--- src/rtl/data_mem_ctrl.sv ---
// Single-port data memory with a boot-table INIT sequence, byte-masked writes
// and a registered one-cycle read path.
module data_mem_ctrl #(
    parameter int DW = 16,
    parameter int AW = 8
) (
    input  logic            clk,
    input  logic            rst,
    input  logic            clr,
    input  logic            req,
    input  logic            we,
    input  logic [AW-1:0]   addr,
    input  logic [DW-1:0]   wdata,
    input  logic [DW/8-1:0] be,
    output logic            ready,
    output logic [DW-1:0]   rdata,
    output logic            rvalid
);

    localparam int DEPTH = 2 ** AW;
    localparam int NB    = DW / 8;
    localparam logic [AW-1:0] LAST_ADDR = '1;

    typedef enum logic {
        INIT = 1'b0,
        RUN  = 1'b1
    } state_t;

    state_t          state;
    state_t          state_nxt;
    logic [AW-1:0]   cnt;
    logic [AW-1:0]   cnt_nxt;

    logic            wr_en_p0;
    logic [AW-1:0]   wr_addr_p0;
    logic [DW-1:0]   wr_data_p0;
    logic [NB-1:0]   wr_be_p0;
    logic            rd_en_p0;

    logic [DW-1:0]   mem [DEPTH];

    function automatic logic [DW-1:0] boot_word(input logic [AW-1:0] a);
        logic [DW-1:0] w;
        w = '0;
        if (a == '0)
            w[15:0] = 16'h00AB;
        else if (a == AW'(1))
            w[15:0] = 16'h3C00;
        return w;
    endfunction

    always_ff @(posedge clk or negedge rst) begin
        if (!rst) begin
            state <= INIT;
            cnt   <= '0;
        end else begin
            state <= state_nxt;
            cnt   <= cnt_nxt;
        end
    end

    // INIT owns the single array port; in RUN a clr drops any request on that edge.
    always_comb begin
        state_nxt  = state;
        cnt_nxt    = cnt;
        wr_en_p0   = 1'b0;
        wr_addr_p0 = addr;
        wr_data_p0 = wdata;
        wr_be_p0   = be;
        rd_en_p0   = 1'b0;
        case (state)
            INIT: begin
                wr_en_p0 = 1'b1;
                wr_be_p0 = '1;
                if (clr) begin
                    wr_addr_p0 = '0;
                    cnt_nxt    = AW'(1);
                end else begin
                    wr_addr_p0 = cnt;
                    cnt_nxt    = cnt + 1'b1;
                    if (cnt == LAST_ADDR)
                        state_nxt = RUN;
                end
                wr_data_p0 = boot_word(wr_addr_p0);
            end
            RUN: begin
                if (clr) begin
                    state_nxt = INIT;
                    cnt_nxt   = '0;
                end else if (req) begin
                    if (we)
                        wr_en_p0 = 1'b1;
                    else
                        rd_en_p0 = 1'b1;
                end
            end
            default: begin
                state_nxt = INIT;
                cnt_nxt   = '0;
            end
        endcase
    end

    assign ready = (state == RUN);

    // Stage p0 -> array: byte-masked write, contents survive rst until INIT rewrites them.
    always_ff @(posedge clk) begin
        if (wr_en_p0) begin
            for (int i = 0; i < NB; i++) begin
                if (wr_be_p0[i])
                    mem[wr_addr_p0][8*i +: 8] <= wr_data_p0[8*i +: 8];
            end
        end
    end

    // Stage p0 -> output register: rdata holds between reads.
    always_ff @(posedge clk or negedge rst) begin
        if (!rst) begin
            rdata  <= '0;
            rvalid <= 1'b0;
        end else begin
            rvalid <= rd_en_p0;
            if (rd_en_p0)
                rdata <= mem[addr];
        end
    end

endmodule

--- config.mk ---
export PLATFORM = sky130hd
export DESIGN_NAME = data_mem_ctrl
export DESIGN_NICKNAME = d
export VERILOG_FILES = /design/src/rtl/data_mem_ctrl.sv
export SDC_FILE = /design/constraint.sdc
export NUM_CORES = 2
export LEC_CHECK = 0
export CORE_AREA = 4 4 750 752
export CTS_CLUSTER_DIAMETER = 30
export DETAILED_ROUTE_END_ITERATION = 16
export DIE_AREA = 0 0 754 756
export GPL_TIMING_DRIVEN = 0
export HOLD_SLACK_MARGIN = 0.08
export PLACE_DENSITY = 0.43
export SLEW_MARGIN = 20
export SYNTH_ARGS = -nofsm -noshare
export SYNTH_HDL_FRONTEND = slang
export SYNTH_SLANG_ARGS = --single-unit
--- constraint.sdc ---
create_clock -name clk -period 5.7 [get_ports clk]
set_input_delay 0.855 -clock clk [delete_from_list [all_inputs] [get_ports clk]]
set_output_delay 0.855 -clock clk [all_outputs]
set_load 0.005 [all_outputs]
After elaboration in Yosys (flattened, before gate mapping) --
Memories as Yosys holds them, arrays and structs flattened. A register that Yosys moved wholly into a read port is not among the register bits. Index checks and enable logic that the tools add are counted.
Storage, ports and cells: input bits 31, latch bits 0, output and inout port bits 18, bits in read-only memories 0, memory bits (writable) 4096, word-level logic and storage cells 37, memories 1, register bits 10
Operators by class: add/subtract/negate cells 1, bitwise operators 1, multiply operators 0, div/mod/pow operators 0, shift operators 0, reduce and logical (&&, ||, !) cells 2, muxes and demuxes 27, eq/ne operators 2, order comparisons 0
Memories:
- mem | words 256, width 16, rd ports 1, clocked after memory_dff 1, write ports 1, line 40 | logic [DW-1:0] mem [DEPTH];
Operator list (number):
- 8-bit two-way mux | 4
- 14-bit two-way mux | 2
- 1-bit two-way mux | 16
- 16-bit two-way mux | 1
- 8-bit case mux with 2 select lines | 1
- 8-bit by 1-bit adder with 8-bit output, second input constant | 1
- 8-bit by 1-bit equality test with 1-bit output, second input constant | 1
- 8-bit equality test, second input constant | 1
- 8-bit zero test | 1
- 1-bit case mux with 2 select lines | 2
- 2-bit two-way mux | 1
- 1-bit zero test | 1
- 1-bit inverter | 1

Logic depth before layout (Yosys ltp) --
depth in word-level cells 6, mapped depth 12, mapped depth without buffers 7

Least setup slack after synthesis --
OpenSTA, ideal clock, no wires.
path kind input port to flip-flop, start point in clr, end point mem mem[0][0] (data pin), arrival 5008 ps, data required time 4905 ps, setup slack -103 ps, cell stages on the path 6, setup time 795 ps, buffers on the path 3, path through clkbuf_1 > clkbuf_1 > buf_1 > a21oi_1 > nor3_1 > a21o_1
On the way: cells in the longest elaborated chain, start to end 5
Ends and longest elaborated chain:
- start, declared | line 9 | input logic clr,
- 8-bit two-way mux
- 8-bit two-way mux | line 71 | case (state)
- 8-bit zero test | line 45 | if (a == '0)
- 14-bit two-way mux | line 45
- 16-bit two-way mux | line 71
- via wr_data_p0[0] | line 36 | logic [DW-1:0] wr_data_p0;
- end, declared | line 40
The timed path passes the listed nets, and every way through them passes these cells. The select of a mux whose other input is x is not followed.

==> results.cfg <==
[drt]
post_drt_wl_per_cell_um = 49.57
drtIter0Drc = 20290
wl_met3_um = 121900
highest-signal-layer = met5
drtPass1Iterations = 6
via_count = 102700
drtAntennaViolNets = 0
route.met2.wl_um = 359200
drc = 0
routed_via_density = 5.875
wl_um = 866700
drt-met1-wl_um = 316200

[status]
run_status = finished, violations left
violations = setup timing

[floorplan]
die_area_um2 = 570000
core_um2 = 555700
die_y_um = 756
die-width_um = 754
start_util_pct = 28.91
io_pins = 49
rows = 274

[placed_design]
placedCellCount = 15730
place_ws_ns = -2.671
place_congestion = 1.016
dp_hpwl_um = 605600
port_buffers = 46

[clocking]
root_buffer = clkbuf_16
cts.sinks = 4122
clk_path_buf_depth = 4
clk_latency_ns = 1.19
cts_tree = built
h-tree-depth = 6
numCtsBuffers = 891
clk_pin_slew_worst_paths_ns = 0.05

[yosys]
yosys_warnings = 0
synth_mux_area_share_pct = 14.24
yosysSeqAreaShare_pct = 76.97
synth_area_per_cell_um2 = 20.10
synth-edff-count = 4096
yosys.area_share.simple_pct = 2.836
synth_compound_area_share_pct = 3.896
ys_seq_elements = 4122
synthAdderAreaFrac_pct = 0.007788
synthTopCellsByCount = edfxtp_1 (4,096), mux4_2 (711), mux2i_1 (641)
syn_area_um2 = 160700
syn_nets = 8023
ys_async_sr_fraction_pct = 0.6308
synth_area_leader_cell = edfxtp_1
syn_inst = 7991
yosys-top-cells-area = edfxtp_1 (77%), mux4_2 (10%), mux2i_1 (4.0%)
synth_cell_types = 78
synth_top_area_share_pct = 76.56
synth_top_family_by_area = multiplexers
yosysMostFrequentCell = edfxtp_1
synth_xor_area_share_pct = 0.03816
synth_ff_type = edfxtp_1

[worst_setup_path]
r2r_end = mem[232][4]
crit_required_ns = 6.74
rr_worst_depth = 7
r2r_slack_ns = 0.16
crit_arrival_ns = 7.19
end_kind = flop
startpoint_type = primary input
critPathMaxFanout = 13
reg2reg_from = ready
crit_type = primary input to flop

[sta]
fin_skew_ns = 0.08783
slew_headroom_pct = 6.602
setup_ws_ns = -0.4528
fmax_ghz = 0.1625
layout_min_cycle_time_ns = 6.153
hold_slack_ns = 0.5047
min_period_over_period_pct = 107.9
rsz0062_at_grt = no
hold_viol = 0
worst_slew_pin_slew_ns = 1.401
setup_viol = 1188
slew_viol_final = 0

[grt]
grt_pass1_vias = 94240
grt_pass1_wl_um = 1067000
antenna_found_initial = 145
grt_usage_pct = 29.44
grt_max_degree = 73
grt_overflow = 0

[min_path]
min-delay-start = wdata[14]
hold_end = mem[112][14]
hold_path_depth = 2
worstHoldPathType = primary input to flop

[cells_and_area]
drive_gt1_share_pct = 31.66
instances_no_fill = 17490
final_core_util_pct = 37.43
final_nets = 9208
area_delta_synth_final_pct = 29.49

[power_and_ir_drop]
p_clk_share_pct = 57.5
intPower_w = 0.06992
netSwitchingFraction_pct = 24.16
power_w = 0.09220
p_leak_nw = 69.97
p_sw_w = 0.02228
powerDensity_nw_per_um2 = 443.2
seqPwrFrac_pct = 36.5
power.share.combinational_pct = 6.1
vdd_drop_max_mv = 0.3194

[job]
drv_cap = 0
-- registers in the layout (all words and copies together) (netlist names) --
| register | count |
|---|---|
| rdata | 16 |
| mem | 4096 |
| rvalid | 1 |
| cnt | 8 |
| ready | 1 |
-- power by group through the flow --
stage               registers [W]  logic (W)  clock network (W)
floorplan                  0.0343    0.00181                  0
global placement           0.0345    0.00481                  0
detailed placement         0.0342    0.00529                  0
CTS                        0.0336    0.00530             0.0529
global route               0.0336    0.00538             0.0546
finish                     0.0336    0.00559             0.0530
-- worst max-delay path by stage --
stage	start	endpoint	slack [ns]
3_5_place_dp	addr[1]	mem[207][15]	-2.67
6_report	addr[1]	rdata[14]	-0.45
4_1_cts	addr[4]	mem[218][9]	-0.19
5_1_grt	addr[1]	mem[78][11]	0.003
2_1_floorplan	clr	mem[0][10]	0.08
3_3_place_gp	ready	mem[42][9]	-6.60
-- cells by family after synthesis --
kind of cell	Yosys count
buffers and inverters	514
XOR/XNOR	7
AND/OR/NAND/NOR	1076
AO/OA/AOI/OAI	896
multiplexers	1375
adder cells (fa/ha/maj)	1
flip-flops	4122
-- worst max-delay path, cell delays in order --
cell	delay (ns)
clkdlybuf4s50_1	0.72
buf_4	0.47
buf_6	0.37
buf_4	0.70
buf_4	0.75
clkbuf_4	0.72
mux4_2	0.37
a22oi_1	0.20
a21oi_1	0.86
o21ai_1	0.66
o211ai_1	0.37
-- metrics by stage --
step	instance area, µm²	TNS [ns]
floorplan	160700	0
global placement	170400	-
detailed placement	176100	-6544.91
CTS	207700	-27.10
global route	207800	0
finish	208000	-120.76
-- routing by layer --
metal,track usage (%),vias to the layer above
met5,0.3253,-
met4,20.28,60
met3,11.65,1964
met2,41.16,9292
met1,37.29,55370
li1,-,36040
-- cell usage in the layout (no fill, tap or decap), types with 89 or more instances in the layout --
cell and n:
bufinv_16 138, nor2_1 397, nor2_2 179, mux4_2 711
buf_6 95, clkbuf_16 897, buf_4 145, buf_12 95
clkbuf_1 149, o221ai_1 128, clkinv_2 159, nand2_1 260
clkbuf_2 129, edfxtp_1 4096, clkinvlp_4 89, a21oi_1 109
mux2i_1 641, o22ai_1 194, buf_16 91, clkinv_1 149
-- cell type report --
class / count / area (µm²)
Antenna cell: 84 / 210.2
Timing Repair Buffer: 295 / 5351
Fill cell: 50680 / 347700
Clock buffer: 998 / 22850
Buffer: 501 / 3576
Tap cell: 7452 / 9324
Sequential cell: 4122 / 123600
Clock inverter: 668 / 8178
Multi-Input combinational cell: 3355 / 34860
Inverter: 10 / 37.54
-- timing repair --
action / in CTS / in global routing
hold buffers: 1 / 0
setup buffers: 2 / 0
pin swaps: 3 / 0
endpoints found under the setup margin: 2879 / 327
resized for setup: 198 / 23
hold endpoints to repair: 26 / 0
Note: power is estimated with default switching activity, not from simulation.
